$ cat src/rtl/strand_control.sv
// strand_control: per-strand issue controller sequencing vector lanes, RAW bubbles and dcache-miss parking.
// Define STRAND_PERF_COUNTERS_EN to add 64-bit icache/raw/dcache stall counters.
module strand_control #(
    parameter int NUM_LANES     = 16,
    parameter int LANE_W        = $clog2(NUM_LANES),
    parameter int OFFSET_W      = 32,
    parameter int LOAD_LATENCY  = 2,
    parameter int ARITH_LATENCY = 3
) (
    input  logic                clk,
    input  logic                reset_n,
    input  logic [31:0]         instruction_i,
    input  logic                instruction_valid_i,
    input  logic                grant_i,
    input  logic                flush_i,
    input  logic                suspend_strand_i,
    input  logic                resume_strand_i,
    input  logic [LANE_W-1:0]   rollback_reg_lane_i,
    input  logic [OFFSET_W-1:0] rollback_strided_offset_i,
    input  logic [31:0]         pc_i,
    output logic                issue_request_o,
    output logic                next_instruction_o,
    output logic [LANE_W-1:0]   reg_lane_select_o,
    output logic [OFFSET_W-1:0] strided_offset_o,
    output logic [31:0]         pc_o,
    output logic [31:0]         instruction_o,
    output logic [2:0]          strand_state_o
`ifdef STRAND_PERF_COUNTERS_EN
    ,
    output logic [63:0]         raw_wait_count_o,
    output logic [63:0]         dcache_wait_count_o,
    output logic [63:0]         icache_wait_count_o
`endif
);
    typedef enum logic [2:0] {
        NORMAL     = 3'd0,
        VLOAD      = 3'd1,
        VSTORE     = 3'd2,
        RAW_WAIT   = 3'd3,
        CACHE_WAIT = 3'd4
    } state_t;

    localparam logic [3:0] MEM_SYNC       = 4'd5;
    localparam logic [3:0] MEM_STRIDED    = 4'd10;
    localparam logic [3:0] MEM_STRIDED_M  = 4'd11;
    localparam logic [3:0] MEM_STRIDED_IM = 4'd12;
    localparam logic [3:0] MEM_SCGATH     = 4'd13;
    localparam logic [3:0] MEM_SCGATH_M   = 4'd14;
    localparam logic [3:0] MEM_SCGATH_IM  = 4'd15;

    state_t              r_state;
    logic [3:0]          r_delay;
    logic [LANE_W-1:0]   r_lane;
    logic [OFFSET_W-1:0] r_offset;

    logic                w_fmt_a, w_fmt_b, w_fmt_c, w_load, w_multi, w_arith, w_sync;
    logic                w_issue, w_last, w_stalled, w_in_vec, w_step;
    logic [3:0]          w_op;
    logic [OFFSET_W-1:0] w_stride;

    assign w_fmt_a  = instruction_i[31:29] == 3'b110;
    assign w_fmt_b  = !instruction_i[31];
    assign w_fmt_c  = instruction_i[31:30] == 2'b10;
    assign w_op     = instruction_i[28:25];
    assign w_load   = instruction_i[29];
    assign w_multi  = w_fmt_c && (w_op inside {MEM_STRIDED, MEM_STRIDED_M, MEM_STRIDED_IM,
                                               MEM_SCGATH, MEM_SCGATH_M, MEM_SCGATH_IM});
    assign w_arith  = (w_fmt_a && instruction_i[28])
                   || (w_fmt_a && instruction_i[28:23] == 6'b000111)
                   || (w_fmt_b && instruction_i[30:26] == 5'b00111);
    assign w_sync   = w_fmt_c && !w_load && w_op == MEM_SYNC;
    assign w_stride = OFFSET_W'(instruction_i[24:15]);

    assign w_issue   = instruction_valid_i && grant_i;
    assign w_last    = r_lane == LANE_W'(NUM_LANES - 1) && r_state != CACHE_WAIT;
    assign w_stalled = r_state == RAW_WAIT || r_state == CACHE_WAIT;
    assign w_in_vec  = r_state == VLOAD || r_state == VSTORE || w_multi;
    assign w_step    = w_in_vec && !w_stalled && w_issue;

    assign issue_request_o    = instruction_valid_i && !flush_i && !w_stalled;
    assign next_instruction_o = grant_i && ((r_state == NORMAL && !w_multi) || (w_in_vec && w_last));
    assign reg_lane_select_o  = r_lane;
    assign strided_offset_o   = r_offset;
    assign strand_state_o     = r_state;
    assign pc_o               = pc_i;
    assign instruction_o      = instruction_i;

    always_ff @(posedge clk or negedge reset_n) begin
        if (!reset_n) begin
            r_state <= NORMAL;
            r_delay <= '0;
        end else if (flush_i) begin
            r_state <= suspend_strand_i ? CACHE_WAIT : NORMAL;
            r_delay <= '0;
        end else begin
            case (r_state)
                NORMAL: if (w_issue) begin
                    if (w_multi && !w_last) begin
                        r_state <= w_load ? VLOAD : VSTORE;
                    end else if (w_fmt_c && (w_load || w_sync)) begin
                        r_state <= RAW_WAIT;
                        r_delay <= 4'(LOAD_LATENCY);
                    end else if (w_arith) begin
                        r_state <= RAW_WAIT;
                        r_delay <= 4'(ARITH_LATENCY);
                    end
                end
                VLOAD: if (w_last && w_issue) begin
                    r_state <= RAW_WAIT;
                    r_delay <= 4'(LOAD_LATENCY);
                end
                VSTORE: if (w_last && w_issue) r_state <= NORMAL;
                RAW_WAIT: begin
                    r_delay <= r_delay - 4'd1;
                    if (r_delay == 4'd1) r_state <= NORMAL;
                end
                CACHE_WAIT: if (resume_strand_i) r_state <= NORMAL;
                default: r_state <= NORMAL;
            endcase
        end
    end

    // Rollback outranks the flush that accompanies a suspend.
    always_ff @(posedge clk or negedge reset_n) begin
        if (!reset_n) begin
            r_lane   <= '0;
            r_offset <= '0;
        end else if (suspend_strand_i) begin
            r_lane   <= rollback_reg_lane_i;
            r_offset <= rollback_strided_offset_i;
        end else if (flush_i || (w_last && w_issue)) begin
            r_lane   <= '0;
            r_offset <= '0;
        end else if (w_step) begin
            r_lane   <= r_lane + LANE_W'(1);
            r_offset <= r_offset + w_stride;
        end
    end

`ifdef STRAND_PERF_COUNTERS_EN
    always_ff @(posedge clk or negedge reset_n) begin
        if (!reset_n) begin
            raw_wait_count_o    <= '0;
            dcache_wait_count_o <= '0;
            icache_wait_count_o <= '0;
        end else if (!instruction_valid_i) begin
            icache_wait_count_o <= icache_wait_count_o + 64'd1;
        end else if (r_state == RAW_WAIT) begin
            raw_wait_count_o    <= raw_wait_count_o + 64'd1;
        end else if (r_state == CACHE_WAIT) begin
            dcache_wait_count_o <= dcache_wait_count_o + 64'd1;
        end
    end
`endif
endmodule
$ cat config.mk
export PLATFORM = sky130hd
export DESIGN_NAME = strand_control
export DESIGN_NICKNAME = d
export VERILOG_FILES = /design/src/rtl/strand_control.sv
export SDC_FILE = /design/constraint.sdc
export NUM_CORES = 1
export LEC_CHECK = 0
export ABC_AREA = 1
export CAP_MARGIN = 10
export CELL_PAD_IN_SITES_DETAIL_PLACEMENT = 1
export CELL_PAD_IN_SITES_GLOBAL_PLACEMENT = 1
export CORE_ASPECT_RATIO = 1.1
export CORE_MARGIN = 2
export CORE_UTILIZATION = 27
export CTS_CLUSTER_SIZE = 16
export DETAILED_ROUTE_END_ITERATION = 10
export GPL_TIMING_DRIVEN = 0
export PLACE_DENSITY = 0.9
export SETUP_SLACK_MARGIN = 0.02
export SYNTH_ARGS = -nofsm -noshare
export SYNTH_HDL_FRONTEND = slang
export SYNTH_SLANG_ARGS = --single-unit
$ cat constraint.sdc
create_clock -name clk -period 2.3 [get_ports clk]
set_clock_uncertainty 0.15 [all_clocks]
set_input_delay 0.46 -clock clk [delete_from_list [all_inputs] [get_ports clk]]
set_output_delay 0.46 -clock clk [all_outputs]
set_load 0.02 [all_outputs]
* Yosys cells after proc, flatten, opt, wreduce, memory -nomap -nowiden
Cells that the tools add are included.
** Cells by class
- Reductions and logical operators :: 38
- Muxes and demuxes :: 25
- Add/subtract/negate cells :: 3
- Eq/ne operators :: 26
** Operator list (count)
- $mux 32 :: 3
- $mux 4 :: 9
- $add 32x10->32 :: 1
- $mux 3 :: 10
- $eq 4x4->1 const B :: 7
- $logic_and 1x1->1 :: 18
- $pmux 3 s5 :: 1
- $ne 3x3->1 const B :: 4
- $pmux 4 s3 :: 1
- $ne 3x2->1 const B :: 3
- $logic_or 1x1->1 :: 8
- $eq 3x2->1 const B :: 2
- $eq 3x3->1 const B :: 2
- $eq 6x3->1 const B :: 1
- $logic_not 1->1 :: 6
- $reduce_and 6->1 :: 1
- $reduce_bool 6->1 :: 1
- $eq 5x3->1 const B :: 1
- $ne 5x3->1 const B :: 1
- $reduce_and 5->1 :: 1
- $add 4x1->4 const B :: 1
- $eq 4x1->1 const B :: 1
- $eq 4x3->1 const B :: 1
- $ne 4x3->1 const B :: 1
- 7 further kinds :: 7
** Word-level totals
- Register bits :: 43
- Word-level logic and storage cells :: 96
- Output and inout bits :: 105

* Depth between registers and ports, before layout
Gate-level depths: netlist of the first run.
- Depth in word-level cells :: 10
- Mapped depth :: 14
- Depth with buffers taken out :: 14

* Least setup slack after synthesis of the first run
OpenSTA, ideal clock, no wires.
- Kind :: register -> register
- Start :: register r_offset[0], in the netlist strided_offset_o[0]
- End :: register r_offset[10], in the netlist strided_offset_o[10]
- Stages on the path, launching flop included :: 15
- Data required time :: 2084 ps
- Data arrival time :: 1995 ps
- Library setup time :: 66 ps
- Setup slack :: 89 ps
- Cell sequence :: dfrtp_1 ha_1 inv_1 fa_1 inv_1 nand3_1 nand2_1 nand2_1 nand2_1 nand2_1 nand2_1 nand2_1 o21ai_0 nand2_1 nand2_1
** On the way
- Word-level cells in the longest chain between the ends :: 4
** RTL lines
- from (decl) :: line 54 : logic [OFFSET_W-1:0] r_offset;
- from (signal assigned) :: line 130 : r_offset <= rollback_strided_offset_i;
- from (signal assigned) :: line 136 : r_offset <= r_offset + w_stride;
- $add 32x10->32 :: line 136
- $mux 32 :: line 134 : end else if (w_step) begin
- $mux 32 :: line 131 : end else if (flush_i || (w_last && w_issue)) begin
- $mux 32 :: line 128 : end else if (suspend_strand_i) begin
No other way between the ends. The select of a mux whose other input is x is not followed.
A chain may end at the register's enable or synchronous reset.

* Worst setup path after layout of the first run
- Start :: register r_offset[0], in the netlist strided_offset_o[0]
- End :: register r_offset[22], in the netlist strided_offset_o[22]
Same word-level chain as after synthesis.

==> results.cfg, run 1 <==
[synthesis]
ys_warn_count = 0
yosys_most_used_dff = dfrtp_1
syn-cell-area_um2 = 4253
synthesis.nets = 785
netlist_instances = 664
synth-async-reset-ratio_pct = 100.0
synth_edf_count = 0
synth-seq-cells = 43
yosysSeqAreaShare_pct = 25.30
synth_cell_type_count = 37
synth_area_per_cell_um2 = 6.405

[global_routing]
grt_max_degree = 28
grt_overflow = 0
grt_pass1_vias = 5067
grt_use_total_pct = 18.63
grt_pass1_wl_um = 24680
grt_antenna_before_repair = 0

[cts]
clk_path_buf_depth = 2
cts.sinks = 43
htreeDepth = 2
cts_tree = yes
clock_tree.root_cell = clkbuf_16
cts_buffers = 5
clk_latency_ns = 0.30
cts.clk_slew.worst_paths_ns = 0.07

[hold_path]
hp-class = reg2reg
holdPathStages = 2

[floorplan]
start_util_pct = 27.34
die_area_um2 = 16770
io_pins = 212
num_rows = 48
die_w_um = 123.7
core_area_um2 = 15550
die_h_um = 135.6

[layout]
area_growth_pct = 56.34
nets = 972
antennaDiodeCount = 0
final_cells = 1052
final_layout_size_suffix_gt1_share_pct = 20.07

[outcome]
outcome = finished, final reports clean

[pwr]
ir_worst_vdd_v = 0.0002836
p_leak_nw = 3.160
cellPowerDensity_nw_per_um2 = 597.8
power.total_mw = 3.974

[place]
gp_congestion = 0.9122
dp_hpwl_um = 12680
place_ws_ns = -0.8876
port_buffers = 163
dp.cells = 1028

[setup_path]
start_kind = flop
crit_fanout = 4
endpoint_kind = flop
path_class = reg2reg
cp_data_arrival_time_ns = 2.31
cp.required_ns = 2.38
r2r.worst_path.cells = 13

[detailed_routing]
drcViolationCount = 0
vias = 4994
antenna_left = 0
wire_per_inst_um = 15.34
drt-total-wl_um = 16130
drtIter0Drc = 245
vias_per_cell = 4.747
dr.pass1.iters = 4

[timing]
max_freq_mhz = 449.5
rsz0062_at_grt = true
setup_ws_ns = 0.07529
fin_crit_sh_pct = 96.73
worst_pin_slew_ns = 0.6599
slew_headroom_pct = 56.00
worst_hold_slack_ns = 0.3556
finalSetupViolations = 0
fin_crit_ns = 2.225
hold_viol = 0
finalMaxSlewViolations = 0

[flow_run]
drv_cap = 0
==> report_power, final <==
part / switching (mW) / internal, mW
clock: 0.339 / 0.541
sequential: 0.189 / 0.891
combinational: 1.09 / 0.922
==> worst max-delay path: stages (launching register included) <==
cell and delay (ns):
dfrtp_1 0.35, ha_2 0.19, inv_2 0.05, fa_2 0.40, inv_2 0.07, nand3_2 0.07, nand2_4 0.10, nand2_2 0.07
nand2_4 0.08, buf_6 0.10, nand2_2 0.04, o211ai_1 0.14, nand3_1 0.18, a21oi_2 0.17
==> worst paths after layout <==
path / to / startpoint / slack, ns
min: r_delay[1] / r_delay[1] / 0.36
min in group asynchronous: strand_state_o[1] / reset_n / 0.52
max reg2reg: strided_offset_o[22] / strided_offset_o[0] / 0.08
min reg2reg: r_delay[1] / r_delay[1] / 0.36
max: strided_offset_o[22] / strided_offset_o[0] / 0.08
max in group asynchronous: strided_offset_o[7] / reset_n / 0.95
==> registers in the layout, indices dropped and copies added (netlist names) <==
| register | count |
|---|---|
| reg_lane_select_o | 4 |
| strided_offset_o | 32 |
| strand_state_o | 3 |
| r_delay | 4 |
==> area by class of cell <==
cell class | instances | area (µm²)
Buffer | 79 | 600.6
Clock buffer | 6 | 138.9
Clock inverter | 2 | 35.03
Fill cell | 1970 | 8906
Inverter | 81 | 309.0
Multi-Input combinational cell | 461 | 2464
Sequential cell | 43 | 1080
Tap cell | 200 | 250.2
Timing Repair Buffer | 180 | 1772
==> cell usage after synthesis, types with 2 or more instances <==
| library cell | number | area share [%] |
|---|---|---|
| nand2_1 | 176 | 16 |
| inv_1 | 78 | 6.9 |
| nor2_1 | 69 | 6.1 |
| buf_4 | 68 | 12 |
| nand3_1 | 60 | 7.1 |
| a21oi_1 | 56 | 6.6 |
| dfrtp_1 | 43 | 25 |
| o21ai_0 | 21 | 2.5 |
| ha_1 | 13 | 3.8 |
| nor3_1 | 12 | 1.4 |
| nand4_1 | 8 | 1.2 |
| or2_2 | 6 | 0.88 |
| nand3_2 | 5 | 1.2 |
| and2_1 | 4 | 0.59 |
| clkbuf_1 | 4 | 0.35 |
| o21ai_1 | 4 | 0.47 |
| xor2_1 | 4 | 0.82 |
| buf_2 | 3 | 0.35 |
| nand3b_1 | 3 | 0.53 |
| nor2_4 | 3 | 0.79 |
| a21oi_2 | 2 | 0.41 |
| a22oi_1 | 2 | 0.35 |
| buf_6 | 2 | 0.53 |
| inv_4 | 2 | 0.29 |
| nand2_2 | 2 | 0.29 |
| o211ai_1 | 2 | 0.35 |
| xnor2_1 | 2 | 0.41 |
==> cell families (layout without fill, tap and decap cells) <==
logic type,count (synthesis),count (layout),share of synthesized area (%)
buffers and inverters,160,348,21.33
AOI/OAI and AO/OA,90,90,11.24
DFF,43,43,25.30
xor gates and xnor gates,6,6,1.236
and+or+nand+nor,351,351,36.60
adders and majority gates,14,14,4.295
==> per-stage QoR <==
stage	utilization, %	TNS, ns	area [µm²]
final	42.74	0	6649
after global placement	39.44	-47.02	6135
after global routing	42.74	-0.0006906	6649
after floorplan	-	0	4253
after CTS	41.43	-0.05689	6445
after detailed placement	39.54	-18.05	6150
==> routing by layer <==
metal	wire length [µm]	share of wire (%)	up-vias	global-route usage, %
met2	8340	52	155	34.55
met3	1039	6.4	11	3.493
met5	0	0	-	0
met1	6583	41	2393	22.25
li1	-	-	2435	-
met4	171	1.1	0	3.283
==> placed cells by master (no fill, tap or decap), types with 3 or more instances in the layout <==
master / count
o21ai_0: 18
nand4_1: 8
a21oi_1: 53
nor2_4: 3
nand2_4: 5
and2_1: 4
nand2_1: 164
dfrtp_2: 3
ha_4: 8
or2_2: 6
clkdlybuf4s50_1: 135
ha_1: 3
o21ai_1: 7
clkbuf_1: 4
buf_4: 86
nand3b_1: 3
nand3_1: 57
nor3_1: 12
dlygate4sd2_1: 12
inv_1: 71
nand3_2: 7
nor2_1: 68
nand2_2: 10
inv_2: 8
xor2_1: 4
buf_6: 3
dfrtp_1: 40
buf_2: 3
a21oi_2: 5
dlymetal6s2s_1: 10
clkbuf_16: 5
==> repair_timing <==
item                                    4_1_cts  5_1_grt
pin swaps                                     5       18
buffers inserted                              4       11
hold endpoints to repair                     16        0
cloned                                        0        0
gates resized for setup                      44       43
hold buffers                                  1        0
endpoints found under the setup margin       36       38
(Power assumes the default switching activity.)
==> run 2, diff against run 1 <==
--- a/config.mk
+++ b/config.mk
@@ -11,11 +11,12 @@
 export CELL_PAD_IN_SITES_GLOBAL_PLACEMENT = 1
 export CORE_ASPECT_RATIO = 1.1
 export CORE_MARGIN = 2
-export CORE_UTILIZATION = 27
+export CORE_UTILIZATION = 28
+export CTS_BUF_LIST = sky130_fd_sc_hd__clkbuf_4
 export CTS_CLUSTER_SIZE = 16
 export DETAILED_ROUTE_END_ITERATION = 10
 export GPL_TIMING_DRIVEN = 0
-export PLACE_DENSITY = 0.9
+export PLACE_DENSITY = 0.93
 export SETUP_SLACK_MARGIN = 0.02
 export SYNTH_ARGS = -nofsm -noshare
 export SYNTH_HDL_FRONTEND = slang
==> results.cfg, run 2 (synthesis results as in run 1) <==
[place]
post_dp_cell_area_um2 = 6145
gp_congestion = 0.8845
dp.cells = 1024
port_buffers = 163
dp_hpwl_um = 12860

[global_routing]
grt_overflow = 0
grt_pass1_wl_um = 25470
grt_pass1_vias = 5327
grt_antenna_before_repair = 0
grt_max_degree = 28
grt_use_total_pct = 19.54

[layout]
finalCoreUtilization_pct = 43.90
area_growth_pct = 54.19
fill_cells = 1931
final_cells = 1048
final_layout_size_suffix_gt1_share_pct = 20.89
final_common_cell = nand2_1
stdcell_area_um2 = 6558
antennaDiodeCount = 0
mostFrequentLayoutCells = nand2_1 (160), clkdlybuf4s50_1 (141), buf_4 (85)
nets = 972
largest_reg_flops = 32

[floorplan]
die_area_um2 = 16190
start_util_pct = 28.47
core_area_um2 = 14940
die_h_um = 133.3
die_w_um = 121.5
io_pins = 212
num_rows = 47

[pwr]
clkPwrFrac_pct = 11.4
p_leak_nw = 3.090
switching_share_pct = 45.28
cellPowerDensity_nw_per_um2 = 536.9
p_comb_share_pct = 58.1
seqPwrFrac_pct = 30.5
p_int_mw = 1.927
p_switching_mw = 1.594
ir_worst_vdd_v = 0.0002311

[cts]
cts_buffers = 5
clk_path_buf_depth = 2
clk_latency_ns = 0.38
clock_tree.root_cell = clkbuf_4
cts.clk_slew.worst_paths_ns = 0.13
cts_tree = yes
cts.sinks = 43
htreeDepth = 2

[timing]
fin_crit_sh_pct = 98.51
max_freq_mhz = 441.3
finalMaxSlewViolations = 0
rsz0062_at_grt = true
fin_crit_ns = 2.266
hold_viol = 0
finalSetupViolations = 0
worst_pin_slew_ns = 0.7060
slew_headroom_pct = 52.93
tns_ns = 0
worst_hold_slack_ns = 0.3687

[setup_path]
ff2ff_setup_slack_ns = 0.11
cp_slowest_cell = dfrtp_2
crit_fanout = 5
path_cells = inv_2 -> nor2_4 -> nor3_4 -> nand2_1 -> a21boi_1 -> buf_4
cpPeakStageDelay_ns = 0.47
cp.required_ns = 1.69
cp_data_arrival_time_ns = 1.66
path_class = reg2out
endpoint_kind = primary output
start_kind = flop

[detailed_routing]
vias = 5023
drcViolationCount = 0
drt-total-wl_um = 16500
antenna_left = 0
drtIter0Drc = 167
vias_per_cell = 4.793
dr.pass1.iters = 4
wire_per_inst_um = 15.75

[hold_path]
hp-class = reg2reg

[flow_run]
drv_cap = 0

[outcome]
outcome = finished, final reports clean
run 2: cell types whose count changed in the layout (fill, tap and decap cells not counted), moves of 3 or more:
cell,previous run,this run
nor2_2,1,5
nand2_4,5,8
nand3_1,57,52
clkbuf_4,0,6
ha_4,8,4
nand2_1,164,160
nand3_2,7,10
dlymetal6s2s_1,10,6
nor2_1,68,64
clkbuf_16,5,0
clkdlybuf4s50_1,135,141
run 2: power by group through the flow:
stage / combinational, mW / sequential (mW) / clock (mW)
4_1_cts: 1.91 / 1.07 / 0.423
3_5_place_dp: 1.85 / 1.08 / 0
3_3_place_gp: 1.79 / 1.08 / 0
2_1_floorplan: 0.975 / 1.18 / 0
5_1_grt: 2.24 / 1.10 / 0.442
6_report: 2.05 / 1.07 / 0.403
run 2: final cells by class:
| cell class | instances | area (µm²) | area share, % |
|---|---|---|---|
| well taps | 196 | 245.2 | 3.740 |
| repair buffers | 180 | 1767 | 26.94 |
| flip-flops and latches | 43 | 1079 | 16.45 |
| inverters | 81 | 309.0 | 4.713 |
| multi-input cells | 461 | 2505 | 38.20 |
| clock buffers | 6 | 45.04 | 0.6869 |
| clock inverters | 2 | 7.507 | 0.1145 |
| plain buffers | 79 | 600.6 | 9.159 |
run 2: timing repair:
action	4_1_cts	5_1_grt
endpoints found under the setup margin	29	30
resized for setup	41	55
hold buffers	1	0
hold endpoints to repair	16	0
buffers inserted	7	8
pin swaps	10	17
run 2: metrics by stage:
| stage | total power [mW] | setup slack, ns |
|---|---|---|
| after floorplan | 2.150 | 0.08918 |
| after global placement | 2.871 | -0.7549 |
| after detailed placement | 2.930 | -0.8194 |
| after CTS | 3.398 | -0.001260 |
| after global routing | 3.785 | -0.08495 |
| final | 3.521 | 0.03421 |
run 2: critical path: cells and delay by family, from the launching register on:
family	cells	cell delay, ns
AND/OR/NAND/NOR	3	0.38
flip-flops	1	0.47
AO/OA/AOI/OAI	1	0.14
buffers and inverters	2	0.27
run 2: path summary, 6_finish.rpt:
check	cells past startpoint	endpoint	startpoint
max	6	next_instruction_o	strand_state_o[2]
min	2	r_delay[1]	r_delay[1]
max reg2reg	14	strided_offset_o[14]	strided_offset_o[0]
min reg2reg	2	r_delay[1]	r_delay[1]
max in group asynchronous	3	strided_offset_o[12]	reset_n
min in group asynchronous	2	strand_state_o[1]	reset_n
run 2: per-layer routing:
layer  vias up  wire length [µm]  global-route usage, %
li1       2426                 -                      -
met1      2417              6775                  22.77
met5         -                 0                      0
met3        22               857                  3.382
met2       158              8575                  36.11
met4         0               295                  5.939
==> run 3, diff against run 2 <==
--- a/config.mk
+++ b/config.mk
@@ -16,7 +16,7 @@
 export CTS_CLUSTER_SIZE = 16
 export DETAILED_ROUTE_END_ITERATION = 10
 export GPL_TIMING_DRIVEN = 0
-export PLACE_DENSITY = 0.93
+export PLACE_DENSITY = 0.8
 export SETUP_SLACK_MARGIN = 0.02
 export SYNTH_ARGS = -nofsm -noshare
 export SYNTH_HDL_FRONTEND = slang
==> results.cfg, run 3 (synthesis results as in run 1) <==
[outcome]
outcome = finished, final reports clean

[timing]
fin_crit_ns = 2.275
finalMaxSlewViolations = 0
rsz0062_at_grt = true
setup_ws_ns = 0.02500
slew_headroom_pct = 58.99
fin_crit_sh_pct = 98.91
max_freq_mhz = 439.6
hold_viol = 0
worst_hold_slack_ns = 0.3710
finalSetupViolations = 0
worst_pin_slew_ns = 0.6151

[floorplan]
die_w_um = 121.5
die_h_um = 133.3
core_area_um2 = 14940
io_pins = 212
start_util_pct = 28.47
num_rows = 47
die_area_um2 = 16190

[pwr]
cellPowerDensity_nw_per_um2 = 539.4
power.total_mw = 3.517
ir_worst_vdd_v = 0.0002226
p_leak_nw = 3.126

[flow_run]
drv_cap = 0

[setup_path]
cpPeakStageDelay_ns = 0.44
path_common_cell = nand2_2
endpoint_kind = primary output
start_kind = flop
path_class = reg2out
cp.required_ns = 1.69
r2r_start = strided_offset_o[0]
r2r.worst_path.cells = 13
path_delay_family = simple AND/OR/NAND/NOR gates
crit_fanout = 4
cp_data_arrival_time_ns = 1.66
cp_num_buf_inv = 2
path_cells = inv_2 -> nand2_2 -> nor2_4 -> nor3_4 -> nand2_2 -> a21boi_2 -> buf_4
r2r_end = strided_offset_o[16]
ff2ff_setup_slack_ns = 0.14
cp_slowest_cell = dfrtp_2

[layout]
nets = 971
largest_reg_flops = 32
final_common_cell = nand2_1
mostFrequentLayoutCells = nand2_1 (162), clkdlybuf4s50_1 (137), buf_4 (84)
fill_cells = 1979
stdcell_area_um2 = 6520
register_area_um2 = 1080
area_growth_pct = 53.31
multi_input_area_um2 = 2455
final_layout_size_suffix_gt1_share_pct = 19.86
final_cells = 1048

[place]
port_buffers = 163
post_dp_cell_area_um2 = 6145
gp_congestion = 0.8895
place_ws_ns = -0.8262
dp_hpwl_um = 12630
dp.cells = 1024

[global_routing]
grt_busiest_layer = met2
grt_pass1_wl_um = 24440
met3_usage_pct = 2.397
grt_antenna_before_repair = 1
grt_overflow = 0
grt_pass1_vias = 4953
grt_use_total_pct = 18.86
grt_use_met2_pct = 33.65
grt_max_degree = 23
grt_use_met1_pct = 23.57

[cts]
cts.clk_slew.worst_paths_ns = 0.14
cts_buffers = 5
clk_path_buf_depth = 2
clock_tree.root_cell = clkbuf_4
cts.sinks = 43
htreeDepth = 2
clk_latency_ns = 0.38
cts_tree = yes

[detailed_routing]
antenna_left = 0
wire_per_inst_um = 15.20
vias_per_cell = 4.699
drtIter0Drc = 160
vias = 4925
dr.pass1.iters = 4
drcViolationCount = 0
drt-total-wl_um = 15930

[hold_path]
hp-start = r_delay[1]
hp-class = reg2reg
hold_end = r_delay[1]
holdPathStages = 2
[run 3: changes by cell type in the layout (fill, tap and decap cells not counted), sizes merged]
| cell | delta |
|---|---|
| diode | +1 |
| clkdlybuf4s50 | -4 |
| clkdlybuf4s15 | -1 |
| dlymetal6s2s | +6 |
| clkbuf | +1 |
| clkinv | -1 |
| dlygate4sd2 | -2 |
[run 3: worst max-delay path by stage]
stage	depth (start not counted)	slack [ns]	from	endpoint
2_1_floorplan	14	0.09	strided_offset_o[0]	strided_offset_o[10]
3_3_place_gp	1	-0.78	reset_n	strided_offset_o[8]
3_5_place_dp	14	-0.83	instruction_i[15]	strided_offset_o[24]
4_1_cts	8	-0.06	instruction_i[28]	next_instruction_o
5_1_grt	12	-0.05	instruction_i[18]	strided_offset_o[31]
6_report	7	0.03	strand_state_o[1]	next_instruction_o
[run 3: power breakdown]
part / total, mW / internal, mW / switching (mW)
registers: 1.08 / 0.890 / 0.191
clock network: 0.414 / 0.143 / 0.271
logic: 2.02 / 0.916 / 1.11
total: 3.52 / 1.95 / 1.57
[run 3: worst min-delay path: stages (launching register included)]
cell	delay, ns
dfrtp_1	0.39
nand2_1	0.06
nand2_1	0.05
[run 3: area by class of cell]
| class | count | area share [%] |
|---|---|---|
| clock buffer | 7 | 0.8060 |
| antenna | 1 | 0.03838 |
| clock inverter | 1 | 0.07676 |
| multi-input combinational | 461 | 37.65 |
| sequential | 43 | 16.56 |
| timing repair buffer | 179 | 27.15 |
| buffer | 79 | 9.211 |
| inverter | 81 | 4.740 |
| tap | 196 | 3.761 |
[run 3: per-stage QoR]
step,util (%),TNS [ns]
final,43.65,0
after global routing,43.65,-0.1669
after CTS,42.16,-0.05860
after detailed placement,41.14,-17.95
after global placement,41.04,-49.37
after floorplan,-,0
[run 3: repair_timing]
| item | CTS | global route |
|---|---|---|
| buffers inserted | 8 | 6 |
| endpoints found under the hold margin | 21 | 0 |
| cloned | 0 | 0 |
| pin swaps | 6 | 10 |
| hold buffers | 1 | 0 |
| setup endpoints to repair | 28 | 34 |
| gates resized for setup | 35 | 50 |
[run 3: metal layers]
layer  part of all wire, %  vias to the layer above
met1                    42                     2323
met2                    51                      151
met4                   2.0                        0
met5                     0                        -
met3                   5.5                       22
li1                      -                     2429
